===== src/rtl/pulse_stretcher_queue.sv =====
// Stretches single-cycle event pulses into timed output levels with a guaranteed low gap.
// Events arriving while a pulse is active are counted and replayed one by one.
module pulse_stretcher_queue #(
   parameter int CLK_PER_US = 36,
   parameter int HIGH_US    = 1000,
   parameter int LOW_US     = 500,
   parameter int QUEUE_BITS = 4
) (
   input  logic                  clk_36MHz,
   input  logic                  reset,
   input  logic                  enable,
   input  logic                  trigger,
   output logic                  out,
   output logic                  busy,
   output logic [QUEUE_BITS-1:0] pending,
   output logic                  overflow
);

   localparam int US_MAX = (HIGH_US > LOW_US) ? HIGH_US : LOW_US;
   localparam int US_W   = $clog2(US_MAX + 1);
   localparam int PS_W   = (CLK_PER_US > 1) ? $clog2(CLK_PER_US) : 1;

   localparam logic [PS_W-1:0]       PS_LAST   = PS_W'(CLK_PER_US - 1);
   localparam logic [US_W-1:0]       HIGH_LAST = US_W'(HIGH_US - 1);
   localparam logic [US_W-1:0]       LOW_LAST  = US_W'(LOW_US - 1);
   localparam logic [QUEUE_BITS-1:0] PEND_MAX  = '1;

   typedef enum logic [1:0] {
      S_IDLE = 2'd0,
      S_HIGH = 2'd1,
      S_GAP  = 2'd2
   } state_t;

   state_t                  state_q, state_d;
   logic [PS_W-1:0]         presc_q, presc_d;
   logic [US_W-1:0]         us_q, us_d;
   logic [QUEUE_BITS-1:0]   pend_q, pend_d;
   logic                    ovf_q, ovf_d;
   logic                    out_q, out_d;
   logic                    busy_q, busy_d;

   logic                    us_tick;
   logic                    enq;
   logic                    deq;
   logic                    enter;

   assign us_tick = (presc_q == PS_LAST);

   always_ff @(posedge clk_36MHz) begin
      if (reset) begin
         state_q <= S_IDLE;
         presc_q <= '0;
         us_q    <= '0;
         pend_q  <= '0;
         ovf_q   <= 1'b0;
         out_q   <= 1'b0;
         busy_q  <= 1'b0;
      end else begin
         state_q <= state_d;
         presc_q <= presc_d;
         us_q    <= us_d;
         pend_q  <= pend_d;
         ovf_q   <= ovf_d;
         out_q   <= out_d;
         busy_q  <= busy_d;
      end
   end

   always_comb begin
      state_d = state_q;
      presc_d = presc_q;
      us_d    = us_q;
      pend_d  = pend_q;
      ovf_d   = ovf_q;
      out_d   = out_q;
      busy_d  = busy_q;
      enq     = 1'b0;
      deq     = 1'b0;
      enter   = 1'b0;

      if (enable) begin
         case (state_q)
            S_IDLE: begin
               if (trigger) begin
                  state_d = S_HIGH;
                  enter   = 1'b1;
               end
            end
            S_HIGH: begin
               enq = trigger;
               if (us_tick && (us_q == HIGH_LAST)) begin
                  state_d = S_GAP;
                  enter   = 1'b1;
               end
            end
            S_GAP: begin
               if (us_tick && (us_q == LOW_LAST)) begin
                  enter = 1'b1;
                  // A queued event takes precedence; a same-cycle trigger then refills its slot.
                  if (pend_q != '0) begin
                     state_d = S_HIGH;
                     deq     = 1'b1;
                     enq     = trigger;
                  end else begin
                     state_d = trigger ? S_HIGH : S_IDLE;
                  end
               end else begin
                  enq = trigger;
               end
            end
            default: begin
               state_d = S_IDLE;
               enter   = 1'b1;
            end
         endcase

         if (enq && !deq) begin
            if (pend_q == PEND_MAX) begin
               ovf_d = 1'b1;
            end else begin
               pend_d = pend_q + QUEUE_BITS'(1);
            end
         end else if (deq && !enq) begin
            pend_d = pend_q - QUEUE_BITS'(1);
         end

         // Timers restart on every state entry so each phase has an exact length.
         if (enter) begin
            presc_d = '0;
            us_d    = '0;
         end else if ((state_q == S_HIGH) || (state_q == S_GAP)) begin
            presc_d = us_tick ? '0 : presc_q + PS_W'(1);
            us_d    = us_tick ? us_q + US_W'(1) : us_q;
         end

         out_d  = (state_d == S_HIGH);
         busy_d = (state_d == S_HIGH) || (state_d == S_GAP);
      end
   end

   assign out      = out_q;
   assign busy     = busy_q;
   assign pending  = pend_q;
   assign overflow = ovf_q;

endmodule


===== config.mk =====
export PLATFORM = sky130hd
export DESIGN_NAME = pulse_stretcher_queue
export DESIGN_NICKNAME = d
export VERILOG_FILES = /design/src/rtl/pulse_stretcher_queue.sv
export SDC_FILE = /design/constraint.sdc
export NUM_CORES = 1
export LEC_CHECK = 0
export CAP_MARGIN = 30
export CELL_PAD_IN_SITES_DETAIL_PLACEMENT = 1
export CELL_PAD_IN_SITES_GLOBAL_PLACEMENT = 2
export CORE_ASPECT_RATIO = 1.5
export CORE_MARGIN = 2
export CORE_UTILIZATION = 35
export CTS_CLUSTER_SIZE = 40
export DETAILED_ROUTE_END_ITERATION = 6
export PLACE_DENSITY_LB_ADDON = 0.1
export SETUP_SLACK_MARGIN = 0.5
export SYNTH_ARGS = -nofsm -noshare
export SYNTH_HDL_FRONTEND = slang
export SYNTH_SLANG_ARGS = --single-unit

===== constraint.sdc =====
create_clock -name clk_36MHz -period 3.7 [get_ports clk_36MHz]
set_clock_uncertainty 0.15 [all_clocks]
set_input_delay 0.37 -clock clk_36MHz [delete_from_list [all_inputs] [get_ports clk_36MHz]]
set_output_delay 0.37 -clock clk_36MHz [all_outputs]
set_load 0.05 [all_outputs]

# After elaboration in Yosys (flattened, before gate mapping)
# Index checks and enable logic that the tools add are counted.
# word_totals
output_inout_bits	7
wordCells	66
inputBits	4
reg_bits	25
# op_classes
mux	29
n_reduce_logical	17
n_addsub	4
eq_ne	9
# ops
cell	count
10-bit 2-to-1 mux	3
6-bit 2-to-1 mux	3
1-bit 2-to-1 mux	13
4-bit 2-to-1 mux	3
10-bit by 1-bit adder with 10-bit output, second input constant	1
10-bit == test, second input constant	1
10-bit by 9-bit == test with 1-bit output, second input constant	1
3-bit AND reduction	3
2-bit 2-to-1 mux	4
6-bit by 1-bit adder with 6-bit output, second input constant	1
6-bit == test, second input constant	1
2-bit case mux with 3 select lines	1
2-bit nonzero test	3
4-bit by 1-bit adder with 4-bit output, second input constant	1
2-bit by 1-bit == test with 1-bit output, second input constant	2
2-bit == test, second input constant	2
4-bit == test, second input constant	1
1-bit logical AND	4
4-bit nonzero test	1
4-bit by 1-bit subtractor with 4-bit output, second input constant	1
1-bit case mux with 3 select lines	1
1-bit logical NOT	2
2-bit logical NOT	1
1-bit logical OR	2
3 further kinds	3

# Longest topological paths before layout
# Gate-level depths: netlist of the first run.
# depth
ltp_word	9
mapped_depth	12
depth_no_buf	12

# Worst setup path after synthesis of the first run
# No wires, ideal clock.
# synth_path
kind	reg2reg
from	register presc_q[2]
to	register pend_q[3], in the netlist pending[3]
n_path_buf	0
slack_ns	0.528
path_stages_with_launch	11
t_arrival_ns	2.892
required_time_ns	3.420
setup_ns	0.130
period_less_slack_ns	3.172
cell_sequence	dfxtp_1 > or3_4 > o41ai_1 > a21oi_1 > inv_1 > ha_1 > a21o_1 > a21oi_1 > mux2_2 > a311oi_1 > o21ai_0
# synth_via
elab_chain_len	9
elab_cells_between_ends	16
classes_between	eq/ne (2); mux (7); reduce/logical (7)
# synth_lines
item	line	source
start, declared	35	logic [PS_W-1:0] presc_q, presc_d;
start signal, assigned	60	presc_q <= presc_d;
6-bit == test (*)	47	assign us_tick = (presc_q == PS_LAST);
1-bit logical AND (*)	97	if (us_tick && (us_q == LOW_LAST)) begin
1-bit 2-to-1 mux	97	
1-bit case mux with 2 select lines / 1-bit 2-to-1 mux (equally long branches)	82	case (state_q)
1-bit 2-to-1 mux	81	if (enable) begin
1-bit logical NOT (on tied branches)	123, 117	
1-bit logical AND (on tied branches)	123, 117	
2-bit nonzero test (no line) / 2-bit != test (equally long branches)	--	
3-bit AND reduction (no line)	--	
end signal, assigned	62	pend_q <= pend_d;
end, declared	37	logic [QUEUE_BITS-1:0] pend_q, pend_d;
# Every way passes the cells marked *; elsewhere a longest branch is shown, timed or not. The select of a mux whose other input is x is not followed.
# A chain may end at the register's enable or synchronous reset.

# Worst setup path after layout of the first run
# Same ends and word-level chain as after synthesis.

==> summary.md, run 1 <==
| Metric | Value |
|---|---|
| Register area share after synthesis | 31.47% |
| Clk pin slew, worst setup/hold paths | 0.09 ns |
| Mux cell area share after synthesis | 2.596% |
| Xor and xnor area share after synthesis | 0.5507% |
| Fin Setup TNS | 0 ns |
| Hold Path Class | reg -> reg |
| Status | completed |
| CP delay by family, top | compound AO/OA/AOI/OAI gates |
| R2R Path Start | presc_q[2] |
| Max Fclk | 330.6 MHz |
| Period utilization | 81.74% |
| IO Port Bufs | 10 |
| Crit path max fanout | 5 |
| CTS tree | done |
| Htree depth | 1 |
| RSZ-0062 raised after global routing | false |
| Most used DFF post-synth | dfxtp_1 |
| Initial antenna violation count | 0 |
| Setup CP Type | reg -> reg |
| Layout Nets | 221 |
| DR WL/cell | 18.43 um |
| Max-slew violation count | 0 |
| GPL Wtd Cong | between 0.8 and 0.9 |
| Sw Ratio | between 20% and 30% |
| Max_slew headroom | 34.11% |
| Hpwl dp | 3476 um |
| VDD IR-drop max | 0.1244 mV |
| Post-CTS Hold Buffers | 0 |
| CP startpoint | presc_q[2] |
| Sw power | ~0.16 mW |
| Post-synth top area share | 31.47% |
| Post-Syn Nets | between 200 and 250 |
| Initial core utilization | 35.90% |
| Post-Synth Adder-Cell Area | 8.340% |
| Number of global-route vias before repair | 1748 |
| I/O Pins | 11 |
| Hold_sp | presc_q[1] |
| Final setup viols | 0 |
| Arrival time at the worst endpoint | 3.03 ns |
| Share of flip-flops with an asynchronous set or reset | 0% |
| Synthesized flop and latch total | 25 |
| Vias per inst | 6.343 |
| Fin. Hold Viols | 0 |
| CTS sink count | 25 |
| Post-synthesis cell type count | between 40 and 50 |
| Critical-path top delay cell | o41ai_4 |
| Pin count of the biggest net entering global routing | 19 |
| Mapped cell area | roughly 1600 um2 |
| Number of antenna diodes | 0 |
| Largest area contributor in the netlist | dfxtp_1 |
| Mean Syn Cell Area | 8.197 um2 |
| MaxCap Viol Count | 0 |
| CTS root buf | clkbuf_8 |
| Commonest cells post-synth | 25 x dfxtp_1, 23 x nand2_1, 21 x a21oi_1, 16 x o21ai_0, 9 x ha_1 |
| CP endpoint kind | register |
| Routed via count | 1611 |
| Top-count cell post-synth | dfxtp_1 |
| Die width | 59.04 um |
| Number of synthesis warnings | 0 |
| Total GRT Usage | 20.54% |
| Final antenna-violating net count | 0 |
| Die Y-Extent | 86.56 um |
| TritonCTS Buffers | 3 |
| Sequential share of power | 51.9% |
| PD cells | about 290 nW/um2 |
| Max stage delay on crit path | ~0.45 ns |
| Clock share of power | 31.3% |
| Mapped Cells | 194 |
| # rows | 30 |
| Share of cells above drive strength 1 | 10.19% |
| Global route overflow | 0 |
| Drt first-iter violations | 70 |
| Slack of the critical path | 0.6756 ns |
| Iteration count of the initial detailed-routing pass | 4 |
| Largest family of logic cells by synthesized area | simple AND/OR/NAND/NOR gates |
| Pre-CTS setup slack | 0.3371 ns |
| Logic gate share of total power | ~17% |
| Worst-Skew Late Latency | 0.28 ns |
| Compound-cell area share of the yosys netlist | 25.89% |
| Worst path required time | 3.71 ns |
| First-pass GRT wire length | 8162 um |
| Leakage | between 0.6 and 0.7 nW |
| Layout area overhead | 18.02% |
| Worst Path Buf+Inv | 1 |
| Post-synth EDFFs | 0 |
| CP Launch Type | register |
| DRC | 0 |
| Worst Tran Pin Value | 0.9825 ns |
| Max Buffers Root-to-Sink | 2 |
| Die ar. | approximately 5100 um2 |
| Final min period | around 3.0 ns |
| Critical-path cell list | or3_4, o41ai_4, a21oi_4, inv_2, ha_1, a21o_1, a21oi_2, mux2_2, a311oi_1, o21ai_0 |
| Core Region | 4429 um2 |
| WL final | around 4700 um |
| P_int | 0.3813 mW |
| Ranking of synthesized cells by area | dfxtp_1 31%, ha_1 7.1%, a21oi_1 6.6% |
| Simple-gate share of the synthesized area | 28.01% |
==> worst register-to-register path, cell delays in order (launching register included) <==
cell	delay [ns]
dfxtp_1	0.35
or3_4	0.44
o41ai_4	0.45
a21oi_4	0.12
inv_2	0.09
ha_1	0.22
a21o_1	0.19
a21oi_2	0.19
mux2_2	0.35
a311oi_1	0.25
o21ai_0	0.11
==> placed cells by master, fill, tap and decap left out, drive strengths merged, types with 5 or more instances in the layout <==
master	instances
dfxtp	25
nand2	23
a21oi	21
o21ai	16
clkdlybuf4s50	10
ha	9
nand4	7
nor2	7
or3	7
or4	6
nand3	5
o31ai	5
buf	5
inv	5
nor3	5
==> sequential cells by signal, summed over array words and instances (netlist names) <==
register and cells:
busy 1, out 1, overflow 1, pending 4
presc_q 6, state_q 2, us_q 10
==> final cells by class <==
| cell class | instances | area [um2] |
|---|---|---|
| Timing Repair Buffer | 15 | 137.6 |
| Fill cell | 538 | 2552 |
| Multi-Input combinational cell | 156 | 1110 |
| Clock buffer | 4 | 45.04 |
| Inverter | 6 | 22.52 |
| Tap cell | 48 | 60.06 |
| Sequential cell | 25 | 501.7 |
==> logic make-up (layout without fill, tap and decap cells) <==
logic type	count (synthesis)	after routing
simple gates	76	76
compound gates	65	65
flops	25	25
xor+xnor	1	1
buf+inv	13	25
fa+ha+maj	10	10
mux	4	4
==> power by group through the flow <==
stage | Combinational [mW] | Sequential [mW] | Clock, mW
floorplan | 0.0507 | 0.296 | 0
global placement | 0.0864 | 0.286 | 0
detailed placement | 0.0899 | 0.286 | 0
CTS | 0.0907 | 0.280 | 0.177
global route | 0.101 | 0.281 | 0.189
finish | 0.0910 | 0.280 | 0.169
==> metrics by stage <==
| step | util (%) | instances | area (um2) | hold slack [ns] | power [mW] |
|---|---|---|---|---|---|
| 6_report | 42.37 | 254 | 1877 | 0.3461 | 0.5399 |
| 5_1_grt | 42.37 | 254 | 1877 | 0.3721 | 0.5711 |
| 4_1_cts | 41.27 | 253 | 1828 | 0.3514 | 0.5472 |
| 3_5_place_dp | 39.58 | 249 | 1753 | 0.3388 | 0.3757 |
| 3_3_place_gp | 39.58 | 249 | 1753 | 0.3185 | 0.3721 |
| 2_1_floorplan | - | 194 | 1590 | 0.3119 | 0.3462 |
==> path summary, 6_finish.rpt <==
path / end / slack [ns] / cells past startpoint
worst max-delay path: pending[3] / 0.68 / 10
worst max register to register: pending[3] / 0.68 / 10
worst min register to register: presc_q[1] / 0.35 / 2
worst min-delay path: presc_q[1] / 0.35 / 2
==> layer usage <==
metal	global-route usage (%)	vias up	wire, um
li1	-	775	-
met1	22.39	794	1859
met2	38.38	26	2549
met3	1.940	16	112
met4	9.504	0	161
met5	0	-	0
==> what timing repair did <==
item	in CTS	in global routing
endpoints found under the hold margin	0	0
gates resized for setup	4	7
pin swaps	1	2
setup endpoints to repair	1	1
buffers inserted	0	1
Note: power is estimated with default switching activity, not from simulation.
==> run 2: changes to the inputs <==
--- a/config.mk
+++ b/config.mk
@@ -10,7 +10,7 @@
 export CELL_PAD_IN_SITES_GLOBAL_PLACEMENT = 2
 export CORE_ASPECT_RATIO = 1.5
 export CORE_MARGIN = 2
-export CORE_UTILIZATION = 35
+export CORE_UTILIZATION = 32
 export CTS_CLUSTER_SIZE = 40
 export DETAILED_ROUTE_END_ITERATION = 6
 export PLACE_DENSITY_LB_ADDON = 0.1
==> constraint.sdc (replaced) <==
create_clock -name clk_36MHz -period 2.6 [get_ports clk_36MHz]
set_clock_uncertainty 0.15 [all_clocks]
set_input_delay 0.26 -clock clk_36MHz [delete_from_list [all_inputs] [get_ports clk_36MHz]]
set_output_delay 0.26 -clock clk_36MHz [all_outputs]
set_load 0.05 [all_outputs]
==> run 2 against run 1 <==
Net effect:
- the run now ends with negative setup slack left
- die area grew 8.8%
- global-route usage up 5.2 points
- via count rose by 22%
- wire length increased by 52%
- fmax grew 4.8%
- hold slack improved by 0.0024 ns
- utilization rose by 16 points
- sequential cell count stayed put
- register-to-register slack lost 0.96 ns
- sequential share of layout area is 8.0 points lower
- critical path depth is the same
- first-iteration DRC count rose by 11%
==> summary.md, run 2 (synthesis results as in run 1) <==
| Metric | Value |
|---|---|
| Hold Path Class | reg -> reg |
| Area occupied by multi-input gates | 1446 um2 |
| Layout Nets | 287 |
| WL final | about 7100 um |
| Number of antenna diodes | 0 |
| Failing checks | negative setup slack |
| Largest Register | us_q |
| Finished Layout Cells | 338 |
| Fin Setup TNS | -0.7339 ns |
| Die ar. | 5561 um2 |
| First-pass GRT wire length | 10810 um |
| Flip-flop and latch area | 525.5 um2 |
| Slack of the critical path | -0.2871 ns |
| MaxCap Viol Count | 0 |
| Worst Path Buf+Inv | 1 |
| GPL Wtd Cong | 0.8204 |
| CP endpoint kind | register |
| Fin. Hold Viols | 0 |
| PD cells | 323.4 nW/um2 |
| CTS tree | done |
| Share of cells above drive strength 1 | between 50% and 60% |
| Worst-Skew Late Latency | 0.28 ns |
| Final setup viols | 10 |
| Initial core utilization | 33.06% |
| Worst Tran Pin Value | 0.6202 ns |
| Leakage | 1.042 nW |
| Hold Path Depth | 2 |
| # rows | 31 |
| Max_slew headroom | roughly 59% |
| Utilization after layout | 58.40% |
| Critical-path cell list | or3_4, o41ai_4, a21oi_2, inv_2, ha_4, a21o_1, a21oi_2, mux2_4, a311oi_2, o21ai_1 |
| Die width | 61.56 um |
| Max Fclk | 346.4 MHz |
| VDD IR-drop max | 0.1826 mV |
| I/O Pins | 11 |
| Final antenna-violating net count | 0 |
| Die Y-Extent | 90.34 um |
| Commonest non-fill, non-tap cell in the layout | buf_4 |
| Fillers | 562 |
| Arrival time at the worst endpoint | 2.91 ns |
| Clk pin slew, worst setup/hold paths | ~0.10 ns |
| Iteration count of the initial detailed-routing pass | 4 |
| DR WL/cell | 21.11 um |
| Status | complete, but fails checks |
| Period utilization | 111.0% |
| CTS root buf | clkbuf_8 |
| Max stage delay on crit path | 0.43 ns |
| Top cell by count, worst path | a21oi_2 |
| Post-CTS Hold Buffers | 0 |
| Critical-path top delay cell | o41ai_4 |
| Final min period | 2.887 ns |
| Total GRT Usage | 25.78% |
| IO Port Bufs | 10 |
| Hpwl dp | 4335 um |
| Layout area overhead | 76.63% |
| R2R depth | 10 |
| RSZ-0062 raised after global routing | true |
| CP Launch Type | register |
| Global route overflow | 0 |
| CP delay by family, top | compound AO/OA/AOI/OAI gates |
| Vias per inst | approximately 5.8 |
| Pin count of the biggest net entering global routing | 14 |
| DRC | 0 |
| Worst path required time | between 2 and 3 ns |
| CP Depth | 10 |
| Routed via count | approximately 2.0k |
| Initial antenna violation count | 0 |
| Drt first-iter violations | 78 |
| TritonCTS Buffers | 3 |
| Number of global-route vias before repair | 2189 |
| Total power | between 0.9 and 1 mW |
| Max-slew violation count | 0 |
| CTS sink count | 25 |
| Htree depth | 1 |
| Max FFs per register | 10 |
| Max Buffers Root-to-Sink | 2 |
| Pre-CTS setup slack | -0.1976 ns |
| Placed Cells | 304 |
| Setup CP Type | reg -> reg |
| Commonest non-fill, non-tap cells in the layout | 54 x buf_4, 22 x nand2_1, 13 x dfxtp_1, 13 x buf_6 |
| Core Region | 4810 um2 |
| Crit path max fanout | 3 |
run 2: cell count changes in the layout (fill, tap and decap cells not counted), sizes merged:
cell	before	now
buf	5	69
a211oi	4	5
a21oi	21	22
run 2: area by class of cell:
class                      count  area share [%]
clock buffer                   4           1.604
tap                           66           2.940
sequential                    25           18.71
multi-input combinational    158           51.49
timing repair buffer          79           24.45
inverter                       6          0.8018
run 2: report_power, final:
part	total (mW)	internal, mW	switching (mW)
sequential	0.395	0.388	0.00683
clock	0.251	0.110	0.140
combinational	0.263	0.120	0.144
total	0.909	0.617	0.291
run 2: metal layers:
layer  vias to the layer above  GRT usage (%)  share of wire (%)
li1                        912              -                  -
met1                      1001          28.66                 38
met2                        37          46.14                 57
met3                        16          2.436                1.7
met4                         0          11.88                3.1
met5                         -              0                  0
run 2: worst paths after layout:
path                    from         end  slack [ns]
setup / recovery  presc_q[3]  pending[3]       -0.29
hold / removal       us_q[1]     us_q[1]        0.35
setup reg to reg  presc_q[3]  pending[3]       -0.29
hold reg to reg      us_q[1]     us_q[1]        0.35
run 2: stage by stage:
step | area [um2] | hold WS [ns]
2_1_floorplan | 1685 | 0.3090
3_3_place_gp | 2145 | 0.3206
3_5_place_dp | 2145 | 0.3333
4_1_cts | 2556 | 0.3590
5_1_grt | 2809 | 0.3791
6_report | 2809 | 0.3485
run 2: tightest hold or removal path, delay by kind of cell, from the launching register on:
kind | cells | cell delay, ns
flops | 1 | 0.36
compound gates | 2 | 0.11
run 2: what timing repair did:
action	CTS	global route
setup endpoints to repair	24	25
pin swaps	16	21
gates cloned	2	0
gates resized for setup	37	44
buffers inserted	20	8
==> run 3: changes to the inputs <==
--- a/config.mk
+++ b/config.mk
@@ -13,7 +13,7 @@
 export CORE_UTILIZATION = 32
 export CTS_CLUSTER_SIZE = 40
 export DETAILED_ROUTE_END_ITERATION = 6
-export PLACE_DENSITY_LB_ADDON = 0.1
+export PLACE_DENSITY = 0.77
 export SETUP_SLACK_MARGIN = 0.5
 export SYNTH_ARGS = -nofsm -noshare
 export SYNTH_HDL_FRONTEND = slang
==> run 3 against run 2 <==
Net effect:
- the run still ends with negative setup slack left
- hold slack lost 0.012 ns
- utilization rose by 0.78 points
- final cell count down 0.30%
- die area unchanged
- sequential share of layout area decreased by 0.16 points
- combinational power shrank 7%
- critical endpoint unchanged
- highest routed layer unchanged
==> summary.md, run 3 (synthesis results as in run 1) <==
| Metric | Value |
|---|---|
| Leakage | 1.038 nW |
| R2R depth | 11 |
| CP Launch Type | register |
| Sw power | 0.2916 mW |
| Utilization after layout | between 50% and 60% |
| Status | complete, but fails checks |
| Hold_sp | busy |
| R2R Path Start | presc_q[1] |
| Max FFs per register | 10 |
| Final setup viols | 1 |
| Fin Setup TNS | -0.1243 ns |
| Worst reg2reg setup slack | -0.12 ns |
| Final min period | ~2.7 ns |
| I/O Pins | 11 |
| Initial antenna violation count | 0 |
| DRC | 0 |
| Drt first-iter violations | 95 |
| Clk pin slew, worst setup/hold paths | around 0.1 ns |
| Die Y-Extent | 90.34 um |
| # rows | 31 |
| PD cells | 313.2 nW/um2 |
| Pin count of the biggest net entering global routing | 18 |
| Hold_ws | around 0.34 ns |
| Initial core utilization | 33.06% |
| TritonCTS Buffers | 3 |
| Fillers | 554 |
| Failing checks | negative setup slack |
| Layout Nets | 286 |
| Finished Layout Cells | 337 |
| Clock share of power | 28.3% |
| Die width | 61.56 um |
| Flip-flop and latch area | 528.0 um2 |
| IO Port Bufs | 10 |
| Sw Ratio | roughly a third |
| Routed via count | 1988 |
| Logic gate share of total power | 27.5% |
| Max-slew violation count | 0 |
| Vias per inst | 5.899 |
| Iteration count of the initial detailed-routing pass | 4 |
| GPL Wtd Cong | 0.8489 |
| Global route overflow | 0 |
| Core Region | 4810 um2 |
| Area occupied by multi-input gates | 1471 um2 |
| Hold EP | busy |
| Max_slew headroom | 64.97% |
| Htree depth | 1 |
| Worst-Skew Late Latency | 0.28 ns |
| Final antenna-violating net count | 0 |
| Number of global-route vias before repair | 2127 |
| Max Buffers Root-to-Sink | 2 |
| Setup CP Type | reg -> reg |
| Hold Path Class | reg -> reg |
| CTS root buf | clkbuf_8 |
| Worst Tran Pin Value | 0.5249 ns |
| Share of cells above drive strength 1 | 54.98% |
| CP endpoint kind | register |
| Largest Register | us_q |
| MaxCap Viol Count | 0 |
| Worst path required time | 2.62 ns |
| CTS sink count | 25 |
| Commonest non-fill, non-tap cells in the layout | 52 x buf_4, 21 x nand2_1, 15 x a21oi_2, 13 x buf_6, 11 x dfxtp_1 |
| Commonest non-fill, non-tap cell in the layout | buf_4 |
| Layout area overhead | 78.99% |
| Hold Path Depth | 2 |
| VDD IR-drop max | 0.2454 mV |
| Hpwl dp | 4311 um |
| Die ar. | ~5600 um2 |
| Placed Cells | 305 |
| Fin. Hold Viols | 0 |
| R2R Path End | pending[3] |
| Crit path max fanout | 3 |
| Period utilization | 104.8% |
| Number of antenna diodes | 0 |
| CP startpoint | presc_q[1] |
| First-pass GRT wire length | 10870 um |
| Post-CTS Hold Buffers | 0 |
| P_int | 0.5999 mW |
| Arrival time at the worst endpoint | 2.75 ns |
| Slack of the critical path | -0.1243 ns |
| Total GRT Usage | about a quarter |
| WL final | 7480 um |
| Sequential share of power | 44.2% |
| Max Fclk | about 370 MHz |
| CTS tree | done |
| DR WL/cell | approximately 22 um |
| RSZ-0062 raised after global routing | true |
## run 3: cell count changes in the layout (fill, tap and decap cells not counted), sizes merged
cell / delta
a211oi: +1
a21oi: -1
buf: -1
clkbuf: -1
clkinv: +1
clkinvlp: +1
inv: -1
## run 3: how the worst max path moves through the flow
stage | slack [ns] | cells after the start | endpoint
CTS | -0.06 | 11 | pending[3]
detailed placement | -0.15 | 11 | pending[3]
floorplan | -0.09 | 11 | pending[3]
global placement | -0.09 | 11 | pending[3]
global route | -0.23 | 11 | pending[3]
finish | -0.12 | 11 | pending[3]
## run 3: per-layer routing
layer	share of wire, %	GRT usage [%]
met1	36	27.58
met2	56	49.12
met3	2.7	3.868
met4	5.0	11.35
met5	0	0
## run 3: final cells by class
class                   instances  area share (%)
multi-input cells             158           51.69
inverters                       6          0.9231
well taps                      66           2.901
repair buffers                 78           24.31
clock inverters                 1          0.1758
flip-flops and latches         25           18.55
clock buffers                   3           1.451
## run 3: per-stage QoR
step,power [mW],area (um2),setup WS [ns]
6_report,0.8915,2846,-0.1243
3_5_place_dp,0.5764,2152,-0.1508
3_3_place_gp,0.5695,2152,-0.08865
4_1_cts,0.8728,2599,-0.05804
5_1_grt,0.9226,2846,-0.2267
2_1_floorplan,0.4976,1685,-0.08513
## run 3: repair_timing
action | 4_1_cts | 5_1_grt
setup endpoints to repair | 22 | 24
pin swaps | 25 | 22
gates cloned | 2 | 0
buffers inserted | 16 | 10
resized for setup | 51 | 38
hold endpoints to repair | 0 | 0
## run 3: critical path, cell delays in order (launching register included)
cell,delay (ns)
dfxtp_2,0.37
ha_4,0.13
nand3b_1,0.15
o41ai_4,0.44
a21oi_2,0.12
inv_2,0.10
ha_4,0.19
a21o_1,0.16
a21oi_2,0.17
mux2_4,0.32
a311oi_2,0.24
o21ai_1,0.09
## run 3: power groups by stage
stage               sequential, mW  clock, mW  combinational, mW
CTS                          0.394      0.258              0.221
global route                 0.395      0.269              0.258
detailed placement           0.404          0              0.173
global placement             0.403          0              0.166
finish                       0.394      0.253              0.245
floorplan                    0.419          0             0.0782
